===== config.mk =====
export PLATFORM = sky130hd
export DESIGN_NAME = chan_dump
export DESIGN_NICKNAME = d
export VERILOG_FILES = /design/src/rtl/chan_dump.sv
export SDC_FILE = /design/constraint.sdc
export NUM_CORES = 1
export LEC_CHECK = 0
export ABC_AREA = 1
export BUFFER_PORTS_ARGS = -buffer_cell sky130_fd_sc_hd__buf_2
export CAP_MARGIN = 40
export CORE_MARGIN = 2
export CORE_UTILIZATION = 54
export CTS_CLUSTER_SIZE = 40
export DETAILED_ROUTE_END_ITERATION = 7
export MAX_ROUTING_LAYER = met4
export PLACE_DENSITY = 0.8
export SYNTH_ARGS = -nofsm -noshare
export SYNTH_HDL_FRONTEND = slang
export SYNTH_SLANG_ARGS = --single-unit

===== constraint.sdc =====
create_clock -name clk -period 2.4 [get_ports clk]
set_clock_uncertainty 0.2 [all_clocks]
set_input_delay 0.12 -clock clk [delete_from_list [all_inputs] [get_ports clk]]
set_output_delay 0.12 -clock clk [all_outputs]
set_load 0.1 [all_outputs]

===== src/rtl/chan_dump.sv =====
// chan_dump: reads every sample of the channel RAM queue out to the UART,
// oldest first, starting at the capture write pointer and wrapping at ENTRIES.
// Optional build macro CHAN_DUMP_SYNC_HDR_EN prepends a 0xA5 sync byte.
module chan_dump #(
   parameter int unsigned ENTRIES = 384,
   parameter int unsigned LOG2    = 9
) (
   input  logic            clk,
   input  logic            rst,
   input  logic            dump_start,
   input  logic [LOG2-1:0] start_addr,
   output logic [LOG2-1:0] raddr,
   input  logic [7:0]      rdata,
   output logic [7:0]      tx_data,
   output logic            trmt,
   input  logic            tx_done,
   output logic            busy,
   output logic            dump_done
);

`ifdef CHAN_DUMP_SYNC_HDR_EN
   typedef enum logic [2:0] {IDLE, RD, LD, WAIT_TX, HDR} state_t;
`else
   typedef enum logic [1:0] {IDLE, RD, LD, WAIT_TX} state_t;
`endif

   localparam logic [LOG2-1:0] LAST_IDX = LOG2'(ENTRIES - 1);
   localparam logic [LOG2:0]   ENT_EXT  = (LOG2 + 1)'(ENTRIES);

   state_t          state_q, state_d;
   logic [LOG2-1:0] raddr_q, raddr_d;
   logic [LOG2-1:0] smpl_cnt_q, smpl_cnt_d;
   logic [7:0]      tx_data_q, tx_data_d;
   logic            trmt_q, trmt_d;
   logic            busy_q, busy_d;
   logic            dump_done_q, dump_done_d;
   logic            start_ok;
   logic            tx_ack;

   // Start pointers beyond the RAM depth fall back to address 0.
   assign start_ok = {1'b0, start_addr} < ENT_EXT;
   // A tx_done coinciding with our own trmt pulse cannot belong to this byte.
   assign tx_ack   = tx_done && !trmt_q;

   // Next-state and next-output computation for the readout sequencer.
   always_comb begin
      state_d     = state_q;
      raddr_d     = raddr_q;
      smpl_cnt_d  = smpl_cnt_q;
      tx_data_d   = tx_data_q;
      trmt_d      = 1'b0;
      busy_d      = busy_q;
      dump_done_d = 1'b0;
      case (state_q)
         IDLE: begin
            if (dump_start) begin
               raddr_d    = start_ok ? start_addr : '0;
               smpl_cnt_d = '0;
               busy_d     = 1'b1;
`ifdef CHAN_DUMP_SYNC_HDR_EN
               tx_data_d  = 8'hA5;
               trmt_d     = 1'b1;
               state_d    = HDR;
`else
               state_d    = RD;
`endif
            end
         end
`ifdef CHAN_DUMP_SYNC_HDR_EN
         HDR: begin
            if (tx_ack) state_d = RD;
         end
`endif
         RD: begin
            state_d = LD;
         end
         LD: begin
            tx_data_d = rdata;
            trmt_d    = 1'b1;
            state_d   = WAIT_TX;
         end
         WAIT_TX: begin
            if (tx_ack) begin
               if (smpl_cnt_q == LAST_IDX) begin
                  dump_done_d = 1'b1;
                  busy_d      = 1'b0;
                  state_d     = IDLE;
               end else begin
                  smpl_cnt_d = smpl_cnt_q + 1'b1;
                  raddr_d    = (raddr_q == LAST_IDX) ? '0 : raddr_q + 1'b1;
                  state_d    = RD;
               end
            end
         end
         default: state_d = IDLE;
      endcase
   end

   // State and registered outputs; asynchronous reset aborts any dump in flight.
   always_ff @(posedge clk or posedge rst) begin
      if (rst) begin
         state_q     <= IDLE;
         raddr_q     <= '0;
         smpl_cnt_q  <= '0;
         tx_data_q   <= '0;
         trmt_q      <= 1'b0;
         busy_q      <= 1'b0;
         dump_done_q <= 1'b0;
      end else begin
         state_q     <= state_d;
         raddr_q     <= raddr_d;
         smpl_cnt_q  <= smpl_cnt_d;
         tx_data_q   <= tx_data_d;
         trmt_q      <= trmt_d;
         busy_q      <= busy_d;
         dump_done_q <= dump_done_d;
      end
   end

   assign raddr     = raddr_q;
   assign tx_data   = tx_data_q;
   assign trmt      = trmt_q;
   assign busy      = busy_q;
   assign dump_done = dump_done_q;

endmodule


==> results by group, run 1 <==
CTS
  • Total CTS buffers: 5
  • H-tree depth: 2
  • CTS Sinks: 31
  • Max Root-Sink Buffers: 2
  • Worst-Skew Late Latency: 340 ps
  • CTS root buf: clkbuf_4
  • CTS tree: yes
  • Clock transition at path regs: 100 ps

Yosys
  • Yosys top cell by area: dfrtp_1
  • Yosys cell types: 29
  • Async SR Flop Fraction: 100.0%
  • Synth cell count leaders: nand2_1 (70), dfrtp_1 (31), inv_1 (28)
  • Warnings from Yosys: 0
  • EDFF count, synth: 0
  • Netlist Area Pre-Place: 1837 um2
  • Post-Syn Nets: 260
  • Synth top area share: 42.23%
  • Top cells by area, synth: dfrtp_1 (42%), nand2_1 (14%), inv_1 (5.7%)
  • Synthesized instance count: 233
  • Sequential fraction of the synthesis area: 42.23%
  • Synthesized area per cell: 7.883 um2
  • Synthesis-stage register bit count: 31
  • Top_reg_cell synth: dfrtp_1
  • Top-count cell post-synth: nand2_1

GRT
  • Global-route wire length before repair: 7396 um
  • Largest net degree at the start of global routing: 32
  • Initial antenna violation count: 0
  • Overflow after GRT: 0
  • GRT Util Overall: 24.95%
  • Vias in the first global route: 1729

Worst hold path
  • HP Class: input port to register
  • Worst hold path depth: 6

Critical path
  • Crit path launch type: register
  • Peak fanout along the critical path: 7
  • Req. time, crit path: 2480 ps
  • CP Data Arrival Time: 2000 ps
  • Worst reg2reg path depth: 6
  • Crit. End Element: register
  • Kind of critical path: register to register

Status
  • Outcome: finished, final reports clean

Floorplanning
  • Initial Util: 55.48%
  • Core box area: 3311 um2
  • Die area: 3884 um2
  • Die Span X: 62.32 um
  • Die H: 62.32 um
  • I/O Pins: 41
  • FP Rows: 21

STA
  • Min Tclk post-route: 1923 ps
  • Max-slew violations: 0
  • Setup-failing EPs final: 0
  • Final Cycle Share: 80.11%
  • RSZ-0062 raised after global routing: no
  • F_max: 0.5201 GHz
  • Final Hold Viols: 0
  • Relative slew slack: 57.39%
  • TNS Setup: 0 ps
  • Worst-Margin Slew: 639.2 ps

Flow run
  • Max-Cap Viols: 0

Finish
  • Non-Filler Instances: 341
  • # diodes: 0
  • Sequential cell area: 775.7 um2
  • Post-layout nets: 322
  • Area Overhead vs Synth: 25.41%
  • Fill cell count: 280
  • Multi-input gate area: 907.1 um2
  • Layout cells sized above 1: 24.41%

Drt
  • Total Wirelength: 4075 um
  • DRT iter0 DRCs: 87
  • Initial DRT Pass Iterations: 4
  • Antenna Violating Nets Remaining: 0
  • Drt via density: 4.962
  • Avg WL per Cell: 11.95 um
  • Vias: 1692
  • Drc violations: 0

Placement
  • Placed insts: 316
  • Routability cong.: 0.7970
  • IO buf count: 40
  • Hpwl dp: 2799 um
## cell usage in the layout (no fill, tap or decap), types with 3 or more instances in the layout
cell,netlist,routed
dlygate4sd3_1,0,18
nand2_1,70,70
buf_2,1,40
nor2_1,25,25
inv_1,28,28
o21ai_0,7,7
o21ai_1,3,3
a21oi_1,7,7
nand3_1,18,18
mux2_2,8,8
clkbuf_4,0,5
dfrtp_1,31,31
ha_1,6,6
o21ai_2,6,6
## final timing paths
check	from	to	slack (ps)
setup / recovery	state_q[0]$_DFFE_PP0P_	raddr[3]$_DFFE_PP0P_	480
hold / removal	start_addr[8]	raddr[7]$_DFFE_PP0P_	20
setup reg to reg	state_q[0]$_DFFE_PP0P_	raddr[3]$_DFFE_PP0P_	480
hold reg to reg	tx_data[6]$_DFFE_PP0P_	tx_data[6]$_DFFE_PP0P_	310
max in group asynchronous	rst	state_q[0]$_DFFE_PP0P_	1510
min in group asynchronous	rst	tx_data[7]$_DFFE_PP0P_	190
## worst max-delay path, cell delays in order (launching register included)
cell and delay, ps:
dfrtp_1 410, ha_1 290, a21oi_1 540, and2_1 220, o21bai_1 100, nand2_1 60, nand2_1 50
## kinds of logic (layout without fill, tap and decap cells)
kind of cell,Yosys count,in the layout,synth area share (%)
AO/OA/AOI/OAI,26,26,8.719
XOR/XNOR,1,1,0.4769
adder cells (fa/ha/maj),6,6,4.087
buffers and inverters,34,96,8.378
flip-flops,31,31,42.23
multiplexers,8,8,4.905
AND/OR/NAND/NOR,127,127,31.20
## layer usage
metal  vias up  global-route usage, %  share of wire, %
li1        867                      -                 -
met1       775                  28.93                43
met2        42                  42.80                51
met3         8                  6.159               4.4
met4         0                  8.056               1.7
met5         -                      -                 0
## what timing repair did
action                                 CTS  global route
buffers inserted                         0             0
endpoints found under the hold margin   48             0
hold buffers                            18             0
resized for setup                        0             0
## through the flow
step | setup slack (ps) | cell area [um2] | utilization [%] | hold slack [ps]
floorplan | 160.6 | 1837 | - | 23.51
global placement | 538.7 | 2067 | 62.43 | 15.35
detailed placement | 530.7 | 2067 | 62.43 | 16.98
CTS | 490.9 | 2303 | 69.58 | 13.21
global route | 306.6 | 2303 | 69.58 | 95.47
finish | 477.3 | 2303 | 69.58 | 19.93
## registers in the layout, summed over array words and instances (netlist names)
| signal | count |
|---|---|
| raddr | 9 |
| smpl_cnt_q | 9 |
| tx_data | 8 |
| state_q | 2 |
| busy | 1 |
| dump_done | 1 |
| trmt | 1 |
## area by class of cell
class,count,share of cell area (%)
Clock inverter,1,0.2173
Tap cell,46,2.499
Inverter,29,4.834
Multi-Input combinational cell,168,39.38
Clock buffer,6,2.227
Timing Repair Buffer,60,17.16
Sequential cell,31,33.68
Power of run 1 is left out: the tool's default activity adds up to more than one toggle a clock period on the data nets, which glitch-free logic cannot reach.
==> run 2: changes to the inputs <==
ABC_AREA = 0   (was 1)
CORE_UTILIZATION = 53   (was 54)
PLACE_DENSITY = 0.79   (was 0.8)
clock period = 1.9 ns   (was 2.4 ns; I/O delays follow)
==> run 2 against run 1 <==
The flow now finishes with violations (setup timing). Maximum frequency up 0.61%. Die area decreased by 1.2%. Worst setup slack lost 490 ps. Count of clock-buffer cells in the layout did not move. Via count increased by 8.9%. Flip-flop and latch count did not move. Global-route usage is 5.5 points higher.
==> results by group, run 2 <==
Critical path
  • Max stage delay cell, worst path: o2111ai_2 (was a21oi_1)
  • Critical Path Max Stage Delay: 390 ps (was 540 ps)
  • Crit path launch type: register (unchanged)
  • Top delay family on crit path: compound AO/OA/AOI/OAI gates (unchanged)
  • Buf/Inv on CP: 1 (was 0)
  • Kind of critical path: register to register (unchanged)
  • Peak fanout along the critical path: 4 (was 7)
  • Crit. End Element: register (unchanged)
  • Worst R2R Setup Slack: -10 ps (was 480 ps)
  • Req. time, crit path: 1940 ps (was 2480 ps)
  • Cell Chain, Critical Path: ha_2 > buf_4 > nand4_1 > o2111ai_2 > nor3_1 > a211o_1 (was ha_1 > a21oi_1 > and2_1 > o21bai_1 > nand2_1 > nand2_1)
  • CP Data Arrival Time: 1950 ps (was 2000 ps)

Yosys
  • Yosys cell types: 49 (was 29)
  • Synth top area share: 43.57% (was 42.23%)
  • Synth cell count leaders: dfrtp_1 (31), inv_1 (13), nand3_1 (10) (was nand2_1 (70), dfrtp_1 (31), inv_1 (28))
  • Yosys top cell by area: dfrtp_1 (unchanged)
  • Top_reg_cell synth: dfrtp_1 (unchanged)
  • Netlist Area Pre-Place: 1780 um2 (was 1837 um2)
  • Post-Syn Nets: 196 (was 260)
  • Top cells by area, synth: dfrtp_1 (44%), mux2_2 (5.1%), ha_1 (4.2%) (was dfrtp_1 (42%), nand2_1 (14%), inv_1 (5.7%))
  • Sequential fraction of the synthesis area: 43.57% (was 42.23%)
  • Top-count cell post-synth: dfrtp_1 (was nand2_1)
  • EDFF count, synth: 0 (unchanged)
  • Synthesized instance count: 169 (was 233)
  • Warnings from Yosys: 0 (unchanged)
  • Synthesis-stage register bit count: 31 (unchanged)
  • Async SR Flop Fraction: 100.0% (unchanged)
  • Synthesized area per cell: 10.54 um2 (was 7.883 um2)

Placement
  • Placed instance area: 2162 um2 (was 2067 um2)
  • Place WS: -73.12 ps (was 530.7 ps)
  • IO buf count: 40 (unchanged)
  • Hpwl dp: 3238 um (was 2799 um)
  • Routability cong.: 1.005 (was 0.7970)

Finish
  • Commonest cells after routing, fill and taps aside: buf_2 (40), buf_4 (28), dfrtp_1 (22) (was nand2_1 (70), buf_2 (40), dfrtp_1 (31))
  • Multi-input gate area: 1056 um2 (was 907.1 um2)
  • Fill cell count: 179 (was 280)
  • Sequential cell area: 794.5 um2 (was 775.7 um2)
  • Layout cells sized above 1: 50.78% (was 24.41%)
  • Post-layout nets: 284 (was 322)
  • Area Overhead vs Synth: 51.44% (was 25.41%)
  • Commonest non-fill, non-tap cell in the layout: buf_2 (was nand2_1)
  • # diodes: 0 (unchanged)
  • Cell area after layout: 2696 um2 (was 2303 um2)

Floorplanning
  • Core box area: 3284 um2 (was 3311 um2)
  • Die H: 61.96 um (was 62.32 um)
  • Die Span X: 61.96 um (was 62.32 um)
  • Die area: 3839 um2 (was 3884 um2)
  • FP Rows: 21 (unchanged)
  • I/O Pins: 41 (unchanged)
  • Initial Util: 54.21% (was 55.48%)

GRT
  • Initial antenna violation count: 0 (unchanged)
  • GRT Util Overall: 30.40% (was 24.95%)
  • Vias in the first global route: 1775 (was 1729)
  • Overflow after GRT: 0 (unchanged)
  • Largest net degree at the start of global routing: 19 (was 32)
  • Global-route wire length before repair: 8045 um (was 7396 um)

STA
  • Worst setup margin: -11.03 ps (was 477.3 ps)
  • Min Tclk post-route: 1911 ps (was 1923 ps)
  • Final Cycle Share: 100.6% (was 80.11%)
  • Relative slew slack: 63.20% (was 57.39%)
  • Setup-failing EPs final: 1 (was 0)
  • RSZ-0062 raised after global routing: yes (was no)
  • Final Hold Viols: 0 (unchanged)
  • Hold Slack: 23.16 ps (was 19.93 ps)
  • F_max: 0.5233 GHz (was 0.5201 GHz)
  • Max-slew violations: 0 (unchanged)
  • Worst-Margin Slew: 551.5 ps (was 639.2 ps)

CTS
  • CTS Sinks: 31 (unchanged)
  • Worst-Skew Late Latency: 350 ps (was 340 ps)
  • H-tree depth: 2 (unchanged)
  • Total CTS buffers: 5 (unchanged)
  • CTS root buf: clkbuf_4 (unchanged)
  • Max Root-Sink Buffers: 2 (unchanged)
  • Clock transition at path regs: 100 ps (about the same)
  • CTS tree: yes (unchanged)

Drt
  • Total Wirelength: 5338 um (was 4075 um)
  • Vias: 1842 (was 1692)
  • Initial DRT Pass Iterations: 6 (was 4)
  • Antenna Violating Nets Remaining: 0 (unchanged)
  • Drc violations: 0 (unchanged)
  • Avg WL per Cell: 17.56 um (was 11.95 um)
  • DRT iter0 DRCs: 181 (was 87)
  • Drt via density: 6.059 (was 4.962)

Status
  • Failing checks: setup timing
  • Outcome: finished with violations (was finished, final reports clean)

Worst hold path
  • HP Class: input port to register (unchanged)

Flow run
  • Max-Cap Viols: 0 (unchanged)
[run 2: cell families after synthesis]
kind of cell	share of synthesized area [%]
AO/OA/AOI/OAI	24.53
buffers and inverters	7.027
adder cells (fa/ha/maj)	4.216
AND/OR/NAND/NOR	15.04
flip-flops	43.57
multiplexers	5.622
[run 2: final cells by class]
cell class / instances / area share [%]
tap: 46 / 2.135
multi-input combinational: 116 / 39.16
clock inverter: 2 / 1.299
timing repair buffer: 90 / 24.22
inverter: 13 / 1.810
clock buffer: 6 / 1.903
sequential: 31 / 29.47
[run 2: metrics by stage]
step,std cells,util [%],TNS (ps)
2_1_floorplan,169,-,-168.7
3_3_place_gp,264,65.83,0
3_5_place_dp,264,65.83,-358.3
4_1_cts,303,79.28,0
5_1_grt,304,82.10,-725.6
6_report,304,82.10,-11.03
[run 2: final timing paths]
kind | from | end | depth (start not counted)
max | smpl_cnt_q[0]$_DFFE_PP0P_ | smpl_cnt_q[7]$_DFFE_PP0P_ | 6
min | start_addr[7] | raddr[7]$_DFFE_PP0P_ | 4
max reg2reg | smpl_cnt_q[0]$_DFFE_PP0P_ | smpl_cnt_q[7]$_DFFE_PP0P_ | 6
min reg2reg | tx_data[5]$_DFFE_PP0P_ | tx_data[5]$_DFFE_PP0P_ | 1
max in group asynchronous | rst | trmt$_DFF_PP0_ | 4
min in group asynchronous | rst | smpl_cnt_q[5]$_DFFE_PP0P_ | 3
[run 2: what timing repair did]
| action | CTS | global route |
|---|---|---|
| setup buffers | 12 | 2 |
| gates resized for setup | 11 | 19 |
| cloned | 1 | 0 |
| setup endpoints to repair | 12 | 20 |
| pin swaps | 2 | 6 |
| hold endpoints to repair | 30 | 0 |
| hold buffers | 18 | 0 |
[run 2: worst min-delay path, cell delays in order]
cell and delay [ps]:
buf_2 110, inv_1 60, o32ai_1 80, a22o_1 180
[run 2: metal layers]
| metal | GRT usage (%) | share of wire [%] | wire length, um | up-vias |
|---|---|---|---|---|
| met2 | 46.28 | 50 | 2694 | 116 |
| met1 | 35.51 | 40 | 2141 | 893 |
| met5 | - | 0 | 0 | - |
| met4 | 16.41 | 2.2 | 117 | 0 |
| li1 | - | - | - | 815 |
| met3 | 9.731 | 7.2 | 384 | 18 |
Power of run 2 is left out for the same reason.
